--- src/rtl/sonar_pkg.sv ---
// Shared definitions for the sonar sweep scheduler: channel count,
// command codes on the 4-bit ctrl channel and the FSM state encoding.
package sonar_pkg;

  // Number of sonar channels; the channel id is 3 bits, so at most 8.
  localparam int NCH = 6;

  // Command codes carried on cfg_ctrl.
  localparam logic [3:0] CMD_MASK    = 4'd0;
  localparam logic [3:0] CMD_TIMEOUT = 4'd1;
  localparam logic [3:0] CMD_GUARD   = 4'd2;
  localparam logic [3:0] CMD_SWEEP   = 4'd3;
  localparam logic [3:0] CMD_TOCLR   = 4'd4;

  // Scheduler states.
  localparam logic [1:0] ST_IDLE  = 2'd0;
  localparam logic [1:0] ST_FIRE  = 2'd1;
  localparam logic [1:0] ST_WAIT  = 2'd2;
  localparam logic [1:0] ST_GUARD = 2'd3;

endpackage

--- src/rtl/sonar_next_ch.sv ---
// Round-robin channel picker: returns the lowest set mask bit strictly
// above cur_ch, or, when there is none, the lowest set bit overall with
// wrap raised. Passing cur_ch = NCH-1 therefore yields the lowest set bit.
module sonar_next_ch import sonar_pkg::*; #(
  parameter int NCH = sonar_pkg::NCH
) (
  input  logic [NCH-1:0] mask,
  input  logic [2:0]     cur_ch,
  output logic [2:0]     next_ch,
  output logic           wrap
);

  logic [2:0] above;
  logic [2:0] lowest;
  logic       has_above;

  // Scan from the top down so the last hit is the lowest qualifying bit.
  always_comb begin
    // NOTE: every variable gets a default before the loop; otherwise a
    // path that assigns nothing would infer a latch.
    above     = '0;
    lowest    = '0;
    has_above = 1'b0;
    for (int i = NCH - 1; i >= 0; i--) begin
      if (mask[i]) begin
        lowest = 3'(i);
        if (3'(i) > cur_ch) begin
          above     = 3'(i);
          has_above = 1'b1;
        end
      end
    end
    wrap    = !has_above;
    next_ch = has_above ? above : lowest;
  end

endmodule

--- src/rtl/sonar_scheduler.sv ---
// Sonar sweep scheduler: fires HC04 channels one at a time in round-robin
// order over an enable mask, waits for each result or a timeout, then
// holds a guard gap before the next trigger.
// Optional build macro SONAR_SCHED_TIMEOUT_CNT_EN adds timeout statistics
// (to_cnt, to_stb, to_ch) and the CMD_TOCLR command.
module sonar_scheduler import sonar_pkg::*; #(
  parameter int                 NCH         = sonar_pkg::NCH,
  parameter int                 TO_W        = 20,
  parameter int                 GUARD_W     = 16,
  parameter logic [TO_W-1:0]    DEF_TIMEOUT = 20'd600000,
  parameter logic [GUARD_W-1:0] DEF_GUARD   = 16'd5000
) (
  input  logic           clk,
  input  logic           rst_n,
  input  logic [3:0]     cfg_ctrl,
  input  logic [23:0]    cfg_data,
  input  logic           cfg_wr,
  output logic [NCH-1:0] son_trig,
  output logic           son_wr,
  input  logic           res_stb,
  input  logic [2:0]     res_ch,
  output logic           busy,
  output logic [2:0]     cur_ch,
  output logic           sweep_done
`ifdef SONAR_SCHED_TIMEOUT_CNT_EN
  ,
  output logic [15:0]    to_cnt,
  output logic           to_stb,
  output logic [2:0]     to_ch
`endif
);

  logic [1:0]         state;
  logic [NCH-1:0]     mask;
  logic               run;
  logic               start_req;
  logic [TO_W-1:0]    timeout;
  logic [TO_W-1:0]    to_eff;
  logic [TO_W-1:0]    cnt;
  logic [GUARD_W-1:0] guard;
  logic [GUARD_W-1:0] guard_eff;
  logic [GUARD_W-1:0] gcnt;
  logic [2:0]         nxt_ch;
  logic               nxt_wrap;
  logic [2:0]         low_ch;
  logic               unused_low_wrap;
  logic               unused_data;
  logic               hit;
  logic               to_evt;
  logic               guard_end;
  logic               start;

  // Only the low payload bits carry meaning for any command.
  assign unused_data = ^cfg_data;

  // Next channel above cur_ch (wraps to the lowest bit) and lowest set bit.
  sonar_next_ch #(.NCH(NCH)) u_next (
    .mask    (mask),
    .cur_ch  (cur_ch),
    .next_ch (nxt_ch),
    .wrap    (nxt_wrap)
  );

  sonar_next_ch #(.NCH(NCH)) u_low (
    .mask    (mask),
    .cur_ch  (3'(NCH - 1)),
    .next_ch (low_ch),
    .wrap    (unused_low_wrap)
  );

  // A zero timeout or guard behaves as one cycle; both compare live values,
  // and >= keeps a value lowered mid-wait from being skipped past.
  assign to_eff    = (timeout == '0) ? TO_W'(1) : timeout;
  assign guard_eff = (guard == '0) ? GUARD_W'(1) : guard;

  // A matching result beats a timeout expiring in the same cycle.
  assign hit       = (state == ST_WAIT) && res_stb && (res_ch == cur_ch);
  assign to_evt    = (state == ST_WAIT) && !hit && (cnt >= to_eff - TO_W'(1));
  assign guard_end = (state == ST_GUARD) && (gcnt >= guard_eff - GUARD_W'(1));
  assign start     = (state == ST_IDLE) && (run || start_req) && (|mask);

  assign son_wr     = (state == ST_FIRE);
  assign son_trig   = son_wr ? (NCH'(1) << cur_ch) : '0;
  assign busy       = (state != ST_IDLE);
  assign sweep_done = guard_end && nxt_wrap;

  // Configuration registers and the one-shot sweep request.
  always_ff @(posedge clk or negedge rst_n) begin
    if (!rst_n) begin
      mask      <= '0;
      run       <= 1'b0;
      timeout   <= DEF_TIMEOUT;
      guard     <= DEF_GUARD;
      start_req <= 1'b0;
    end else begin
      // NOTE: state registers use non-blocking assignments so every flop
      // samples pre-edge values regardless of statement order.
      start_req <= cfg_wr && (cfg_ctrl == CMD_SWEEP) && (state == ST_IDLE);
      if (cfg_wr) begin
        case (cfg_ctrl)
          CMD_MASK: begin
            mask <= cfg_data[NCH-1:0];
            run  <= cfg_data[8];
          end
          CMD_TIMEOUT: timeout <= cfg_data[TO_W-1:0];
          CMD_GUARD:   guard   <= cfg_data[GUARD_W-1:0];
          default: ;
        endcase
      end
    end
  end

  // Sweep sequencer: IDLE -> FIRE -> WAIT -> GUARD -> FIRE/IDLE.
  always_ff @(posedge clk or negedge rst_n) begin
    if (!rst_n) begin
      state  <= ST_IDLE;
      cur_ch <= '0;
      cnt    <= '0;
      gcnt   <= '0;
    end else begin
      case (state)
        ST_IDLE: begin
          if (start) begin
            cur_ch <= low_ch;
            state  <= ST_FIRE;
          end
        end
        ST_FIRE: begin
          cnt   <= '0;
          state <= ST_WAIT;
        end
        ST_WAIT: begin
          cnt <= cnt + TO_W'(1);
          if (hit || to_evt) begin
            gcnt  <= '0;
            state <= ST_GUARD;
          end
        end
        ST_GUARD: begin
          if (guard_end) begin
            if (!nxt_wrap) begin
              cur_ch <= nxt_ch;
              state  <= ST_FIRE;
            end else if (run && (|mask)) begin
              cur_ch <= low_ch;
              state  <= ST_FIRE;
            end else begin
              state <= ST_IDLE;
            end
          end else begin
            gcnt <= gcnt + GUARD_W'(1);
          end
        end
        default: state <= ST_IDLE;
      endcase
    end
  end

`ifdef SONAR_SCHED_TIMEOUT_CNT_EN
  // Timeout statistics: saturating count, strobe and last timed-out channel.
  always_ff @(posedge clk or negedge rst_n) begin
    if (!rst_n) begin
      to_cnt <= '0;
      to_stb <= 1'b0;
      to_ch  <= '0;
    end else begin
      to_stb <= to_evt;
      if (to_evt) to_ch <= cur_ch;
      if (cfg_wr && (cfg_ctrl == CMD_TOCLR)) to_cnt <= '0;
      else if (to_evt && (to_cnt != '1)) to_cnt <= to_cnt + 16'd1;
    end
  end
`endif

endmodule
--- config.mk ---
export PLATFORM = sky130hd
export DESIGN_NAME = sonar_scheduler
export DESIGN_NICKNAME = d
export VERILOG_FILES = /design/src/rtl/sonar_pkg.sv /design/src/rtl/sonar_next_ch.sv /design/src/rtl/sonar_scheduler.sv
export SDC_FILE = /design/constraint.sdc
export NUM_CORES = 1
export LEC_CHECK = 0
export CAP_MARGIN = 5
export CORE_ASPECT_RATIO = 1.5
export CORE_UTILIZATION = 40
export DETAILED_ROUTE_END_ITERATION = 6
export PLACE_DENSITY = 0.61
export RECOVER_POWER = 50
export REMOVE_ABC_BUFFERS = 1
export SLEW_MARGIN = 20
export SYNTH_ARGS = -nofsm -noshare
export SYNTH_HDL_FRONTEND = slang
export SYNTH_SLANG_ARGS = --single-unit
--- constraint.sdc ---
create_clock -name clk -period 12.05 [get_ports clk]
set_clock_uncertainty 0.1 [all_clocks]
set_input_delay 1.205 -clock clk [delete_from_list [all_inputs] [get_ports clk]]
set_output_delay 1.205 -clock clk [all_outputs]
set_load 0.005 [all_outputs]
==> reports/summary.md, run 1 <==
In this design, the stage delay of the slowest critical-path cell is 570 ps. The number of enable-type register cells in the synthesized netlist is 0, and the endpoint required time on the critical path is 10740 ps. The post-route netlist has 13.9% of its cells at a drive strength greater than 1. Buffers inserted during clock tree synthesis total 9.

The count of buffer and inverter cells on the critical path is 1. After clock tree synthesis, the clock-pin slew on the worst setup and hold paths is 60 ps. For the pin with the worst max-slew slack, the measured transition is 4580 ps. The hold violation total from the final report came out at 0.

The run gives 350 ps as the clock insertion delay at the later pin of the skew report. The worst setup path category was register to output port. The worst setup path is captured at an output port. The data arrival time at the worst-slack endpoint was 4980 ps. The clock net in this run drives a total of 85 sinks. The number of setup buffers added after CTS is 0. The top cell types in the final layout, fill and taps aside, are dfrtp_1, nor2_1, nand2_1, ha_1, mux2_2.

Sum of negative setup slack: 0 ps. The number of maximum-capacitance constraint violations is 1. The run gives 706 as the final-stage net count.

After detailed routing, the number of vias per cell comes to 5.69. Power density over the cells: 186 mW/mm2. The cell family with the largest share of critical-path delay was simple AND/OR/NAND/NOR gates. VDD sags by at most 0.0711 mV.

For the leakage power total, the log shows 0.00270 uW. The H-tree level count came out at 3. In the synthesized netlist the dominant register cell turns out to be dfrtp_1. The estimated wirelength of the detail-placed design is 10.1 mm.

In this run the horizontal extent of the chip is 99.1 um. The number of antenna diodes in the final layout is 0. The class of the most critical hold timing path is register to register. Setup violations remaining at the end of the flow were counted as 0.

In this run the worst path has a maximum fanout of 17. For this design the top-level I/O count stands at 47. The routed wirelength normalized by instance count is 16.8 um. The total overflow reported by the global router is 0. Setup repair after global routing left no endpoint under its margin. The number of slew-limit violations in the final report was 86.

Summing over every cut layer, the via total after detailed routing is 4516. In this run the standard cell core region covers 0.0137 mm2. The post-synthesis async set-or-reset flop share came out at 100%. The flow ran to the end, but the final reports show violations. The count of unique library cells instantiated by Yosys was 63. The library cell used most frequently in the layout, excluding fill and tap cells, is dfrtp_1. The clock period could shrink to 6290 ps. For the pin count of the biggest net entering global routing, the log shows 86. TritonCTS built the clock tree.

For the hold buffer count at CTS, the log shows 0. Across all hold checks on the routed design, the worst slack comes to 443 ps. The Yosys step of the flow raised 0 warnings. The number of register bits inferred by synthesis was 85; the average cell area after synthesis was 9.63 um2. The run gives 47.8% as the core utilization of the finished layout. Clock tree synthesis selected as its root buffer the cell clkbuf_16. The remaining antenna violation count after routing was 0. By instance count, the cell type seen most on the critical path is nor3_1. The relative slew slack was -205%; the synthesized netlist cell count was 588. In this run the vertical extent of the chip is 148 um. The detailed router finished its first iteration with 182 violations. STA classifies the critical path startpoint as a register. The number of gates resized after CTS was 0. Sequential elements use 37.9% of the synthesized area.

Global routing used 19.5% of the available tracks. The netlist area before placement was 0.00566 mm2; the share of the synthesized area in the top cell type was 31.8%. Ranked by total cell area, the synthesized netlist is headed by dfrtp_1, ha_1, mux2_2, dfstp_2, nand2_1. The number of port buffers is 42.

In the routed design, unresolved DRC markers number 0. The number of global-route vias before repair is 4638. Count of TritonRoute iterations in the first routing pass: 4.

For this configuration, the core starts out at a cell density of 41.4%. The logs give 22.5 mm for the global-route wire length before repair and 0 for the initial antenna violation count. The post-route clock period utilization works out to 52.2%.

Relative to the synthesized area, the layout overhead comes to 15.3%. The cell at the slowest stage of the critical path is or4_1. Counting along the longest clock path gives a buffer depth of 2. The die covers 0.0146 mm2. For this block, the routed nets add up to 13.4 mm of wire. Of all cell types, the one taking the most synthesized area is dfrtp_1.

The reg2reg setup slack is 6980 ps, and the top achievable clock speed is 159 MHz. The checks that failed: capacitance limit, slew limit. At the end of routability-driven placement, the weighted congestion stood at 0.855. Walking the worst path, the cells encountered are or4_1 > nor3_1 > a21oi_1 > ha_1 > nand2_1 > nor3_1 > nand2_1 > xor2_1 > ha_1 > nand4_1 > a211oi_1 > o211ai_2 > a21oi_4 > nor2_4 > nor3_1 > clkdlybuf4s50_1. The floorplan has 52 rows. The run gives 1279 as the layout filler cell count.
where the power goes:
part           switching (uW)  internal, uW
clock network             123           162
registers                86.0           352
logic                     277           214
cell usage after synthesis, drive strengths merged, types with 3 or more instances:
cell type  number
or3             6
a211o           6
o31ai           8
o21bai          5
and3            5
a21o            3
a211oi          3
clkbuf          8
xor2           19
o41ai           3
ha             44
nor3           26
nor2b           6
a21oi          22
or4             5
buf             8
mux2           42
dfstp          13
o21ai          18
a22o            3
nor2           61
o21a            4
nand3          20
a2bb2oi         8
dfrtp          72
nor4           12
nand2b         12
nand2          60
nand4          12
inv            17
o221ai          3
mux2i           3
xnor2          24
o211ai          4
through the flow:
| step | setup slack, ps | total power [uW] | cell area [um2] | instances |
|---|---|---|---|---|
| after floorplan | 6920 | 769 | 5590 | 572 |
| after global placement | 6210 | 911 | 6230 | 778 |
| after detailed placement | 6100 | 933 | 6230 | 778 |
| after CTS | 5700 | 1220 | 6530 | 794 |
| after global routing | 5440 | 1310 | 6530 | 794 |
| final | 5760 | 1210 | 6530 | 794 |
registers in the layout, summed over array words and instances (netlist names), 2 cells and up:
name,count
state,2
timeout,20
guard,16
cur_ch,3
mask,6
cnt,20
gcnt,16
cells by family after synthesis:
family | share of synthesized area [%]
AND/OR/NAND/NOR | 21.2
AO/OA/AOI/OAI | 13.2
adder cells (fa/ha/maj) | 9.72
buffers and inverters | 2.48
flip-flops | 37.9
XOR/XNOR | 6.65
multiplexers | 8.88
per-layer routing:
metal	vias to the layer above	share of wire [%]	wire, um	GRT usage [%]
met5	-	0	0	0
met4	0	3.9	525	10.8
met3	29	2.6	344	2.93
met2	68	55	7300	36.2
met1	2202	39	5200	21.0
li1	2217	-	-	-
area by class of cell:
type                            instances  area (um2)  share of cell area (%)
Tap cell                              162         203                    3.11
Multi-Input combinational cell        470        3390                    51.9
Clock buffer                           10         229                    3.51
Sequential cell                        85        2140                    32.8
Timing Repair Buffer                   44         429                    6.57
Inverter                               17        63.8                   0.978
Clock inverter                          6        70.1                    1.07
final timing paths:
check,start,end,cells after the start
setup / recovery,guard[11]$_DFFE_PN0P_,sweep_done,16
hold / removal,gcnt[15]$_DFFE_PN0P_,gcnt[15]$_DFFE_PN0P_,1
setup reg to reg,timeout[11]$_DFFE_PN0P_,gcnt[9]$_DFFE_PN0P_,20
hold reg to reg,gcnt[15]$_DFFE_PN0P_,gcnt[15]$_DFFE_PN0P_,1
max in group asynchronous,rst_n,gcnt[13]$_DFFE_PN0P_,1
min in group asynchronous,rst_n,cnt[2]$_DFFE_PN0P_,1
Note: power is estimated with default switching activity, not from simulation.
==> run 2, diff against run 1 <==
==> constraint.sdc (replaced) <==
create_clock -name clk -period 5.9 [get_ports clk]
set_clock_uncertainty 0.1 [all_clocks]
set_input_delay 0.59 -clock clk [delete_from_list [all_inputs] [get_ports clk]]
set_output_delay 0.59 -clock clk [all_outputs]
set_load 0.005 [all_outputs]
==> reports/summary.md, run 2 (synthesis results as in run 1) <==
For the top achievable clock speed, the log shows 196 MHz. For the count of TritonRoute iterations in the first routing pass, the log shows 4 (unchanged). The number of global-route vias before repair is 4610 (-0.60%), and the vertical die dimension is 148 um (unchanged). For the final setup violation count, the log shows 0 (unchanged).

The logs give 52 (unchanged) for the number of placement rows and 0 ps (unchanged) for the sum of negative setup slack. The overall fraction of global-route tracks in use is 19.1% (-0.43 points), and the worst hold slack across all endpoints is 441 ps (-1.56 ps). The cell count of the worst hold path was 1 (unchanged). The routability congestion estimate from global placement was 0.836 (-2.2%). For the total overflow reported by the global router, the log shows 0 (unchanged). The final critical-path setup slack is 803 ps (-4960 ps), and the initial core utilization is 41.4% (unchanged). Core utilization of the finished layout: 47.8% (unchanged). The tools report the clock group share of total power as 22.7% (-0.8 points). TritonCTS built the clock tree. The setup path with the least slack is of type register to output port.

The data arrival time at the worst-slack endpoint is 4410 ps (-570 ps). The biggest fanout along the worst timing path was 6 (-11); the number of antenna diodes was 0 (unchanged). The routed wirelength normalized by instance count is 16.5 um (-1.9%), and the switching component of the power is 994 uW (+100%). Class of the most critical hold timing path: register to register. For the post-CTS setup buffer count, the log shows 0 (unchanged). The worst path uses 86.4% of the clock period. The number of cell instances on the worst register-to-register path was 19 (-5.0%); the number of maximum-capacitance constraint violations was 1 (unchanged). The final reports fail on capacitance limit, slew limit. The H-tree level count is 3 (unchanged), and the worst ir drop on vdd is 0.156 mV (+120%). The logs give -202% (+3.7 points) for the relative slew slack and 85 (unchanged) for the total clock sinks. The run gives 5210 ps (-5530 ps) as the endpoint required time on the critical path. The largest registers in the layout are cnt (20), timeout (20). The kind of start point of the critical path was a register.

The number of gates resized after CTS came out at 0 (unchanged). The pin count of the biggest net entering global routing was 86 (unchanged). The initial antenna violation count came out at 0 (unchanged). For the design internal power, the log shows 1470 uW (+100%).

The worst-margin pin slew works out to 4530 ps (-55.5 ps). The run gives 9 (unchanged) as the number of buffers created by CTS. The leakage power total was 0.00271 uW (+0.35%); the hold violation total from the final report was 0 (unchanged). The final-stage net count came out at 708 (+0.28%).

The nature of the critical path endpoint is an output port. The post-detailed-route via-to-cell ratio was 5.69 (about the same); the post-placement worst setup slack was 1040 ps (-5060 ps). The number of slew-limit violations in the final report was 86 (unchanged); the clock-pin slew on the worst setup and hold paths was 70 ps (about the same). The violation count after the first detailed-routing iteration is 148 (-19%), and the hold buffer count at CTS is 0 (unchanged).

The flow ran to the end, but the final reports show violations. The global-route wire length before repair is 21.9 mm (-2.6%), and the detailed-route DRC error count is 0 (unchanged). Setup repair after global routing left no endpoint under its margin.

The area enclosed by the die boundary was 0.0146 mm2 (unchanged). The register share of total power was 36.2% (about the same); the number of port buffers was 42 (unchanged). The run gives 47 (unchanged) as the I/O pin count. The width of the chip works out to 99.1 um (unchanged). The core region area was 0.0137 mm2 (unchanged).

Growth of design area from synthesis to finish: 15.3% (unchanged). Number of vias after detailed routing: 4526 (+0.22%). The library cell used most frequently in the layout, excluding fill and tap cells, is dfrtp_1. The routed wire length is 13.1 mm (-1.7%). The run gives 2 (unchanged) as the worst-case clock buffer depth. Clock root buffer: clkbuf_16.

The remaining antenna violation count after routing was 0 (unchanged); the power density over the cells was 377 mW/mm2 (+100%). The estimated wirelength of the detail-placed design is 10.2 mm (+0.55%). In the layout the commonest cells are dfrtp_1, nor2_1, nand2_1, ha_1, mux2_2. The combinational group share of total power was 41.0% (+0.6 points); the fraction of layout cells with a size suffix above 1 was 14.2% (+0.27 points). Counting I/O delays and the setup requirement, the final critical path takes 5100 ps. For the clock insertion delay at the later pin of the skew report, the log shows 340 ps (about the same). The fraction of power spent switching nets works out to 40.4% (+0.38 points).
-- run 2: power by group through the flow --
stage | Clock, uW | Combinational [uW] | Sequential, uW
final | 560 | 1010 | 891
after global routing | 595 | 1130 | 916
after CTS | 577 | 1020 | 890
after detailed placement | 0 | 1010 | 901
after global placement | 0 | 976 | 894
after floorplan | 0 | 720 | 851
-- run 2: layout make-up --
class,count,area [um2]
fillers,1273,7140
multi-input cells,470,3390
flip-flops and latches,85,2140
repair buffers,46,440
clock buffers,10,239
well taps,162,203
inverters,17,63.8
clock inverters,6,51.3
-- run 2: path summary, 6_finish.rpt --
kind | start | end | slack [ps]
max | guard[11]$_DFFE_PN0P_ | sweep_done | 800
max reg2reg | timeout[11]$_DFFE_PN0P_ | gcnt[9]$_DFFE_PN0P_ | 1030
max in group asynchronous | rst_n | guard[13]$_DFFE_PN0P_ | 1410
min in group asynchronous | rst_n | cnt[0]$_DFFE_PN0P_ | 1740
min | guard[15]$_DFFE_PN0P_ | guard[15]$_DFFE_PN0P_ | 440
min reg2reg | guard[15]$_DFFE_PN0P_ | guard[15]$_DFFE_PN0P_ | 440
-- run 2: routing by layer --
metal	up-vias	share of wire (%)	global-route usage, %
li1	2231	-	-
met1	2236	40	20.3
met2	40	56	36.9
met3	19	1.6	2.51
met4	0	2.3	8.53
met5	-	0	0
-- run 2: critical path, stage by stage (launching register included) --
cell and delay [ps]:
dfrtp_1 440, or4_1 560, nor3_1 400, a21oi_1 190, ha_1 250, nand2_1 100, nor3_1 110, nand2_1 100
xor2_1 70, ha_1 280, nand4_1 130, a211oi_1 240, o211ai_2 170, a21oi_4 190, nor2_4 70, nor3_1 210
clkdlybuf4s50_1 550
-- run 2: per-stage QoR --
step                cell area [um2]  total power (uW)  instances
global placement               6240              1870        780
floorplan                      5590              1570        572
CTS                            6530              2490        796
detailed placement             6240              1910        780
global route                   6530              2650        796
finish                         6530              2460        796
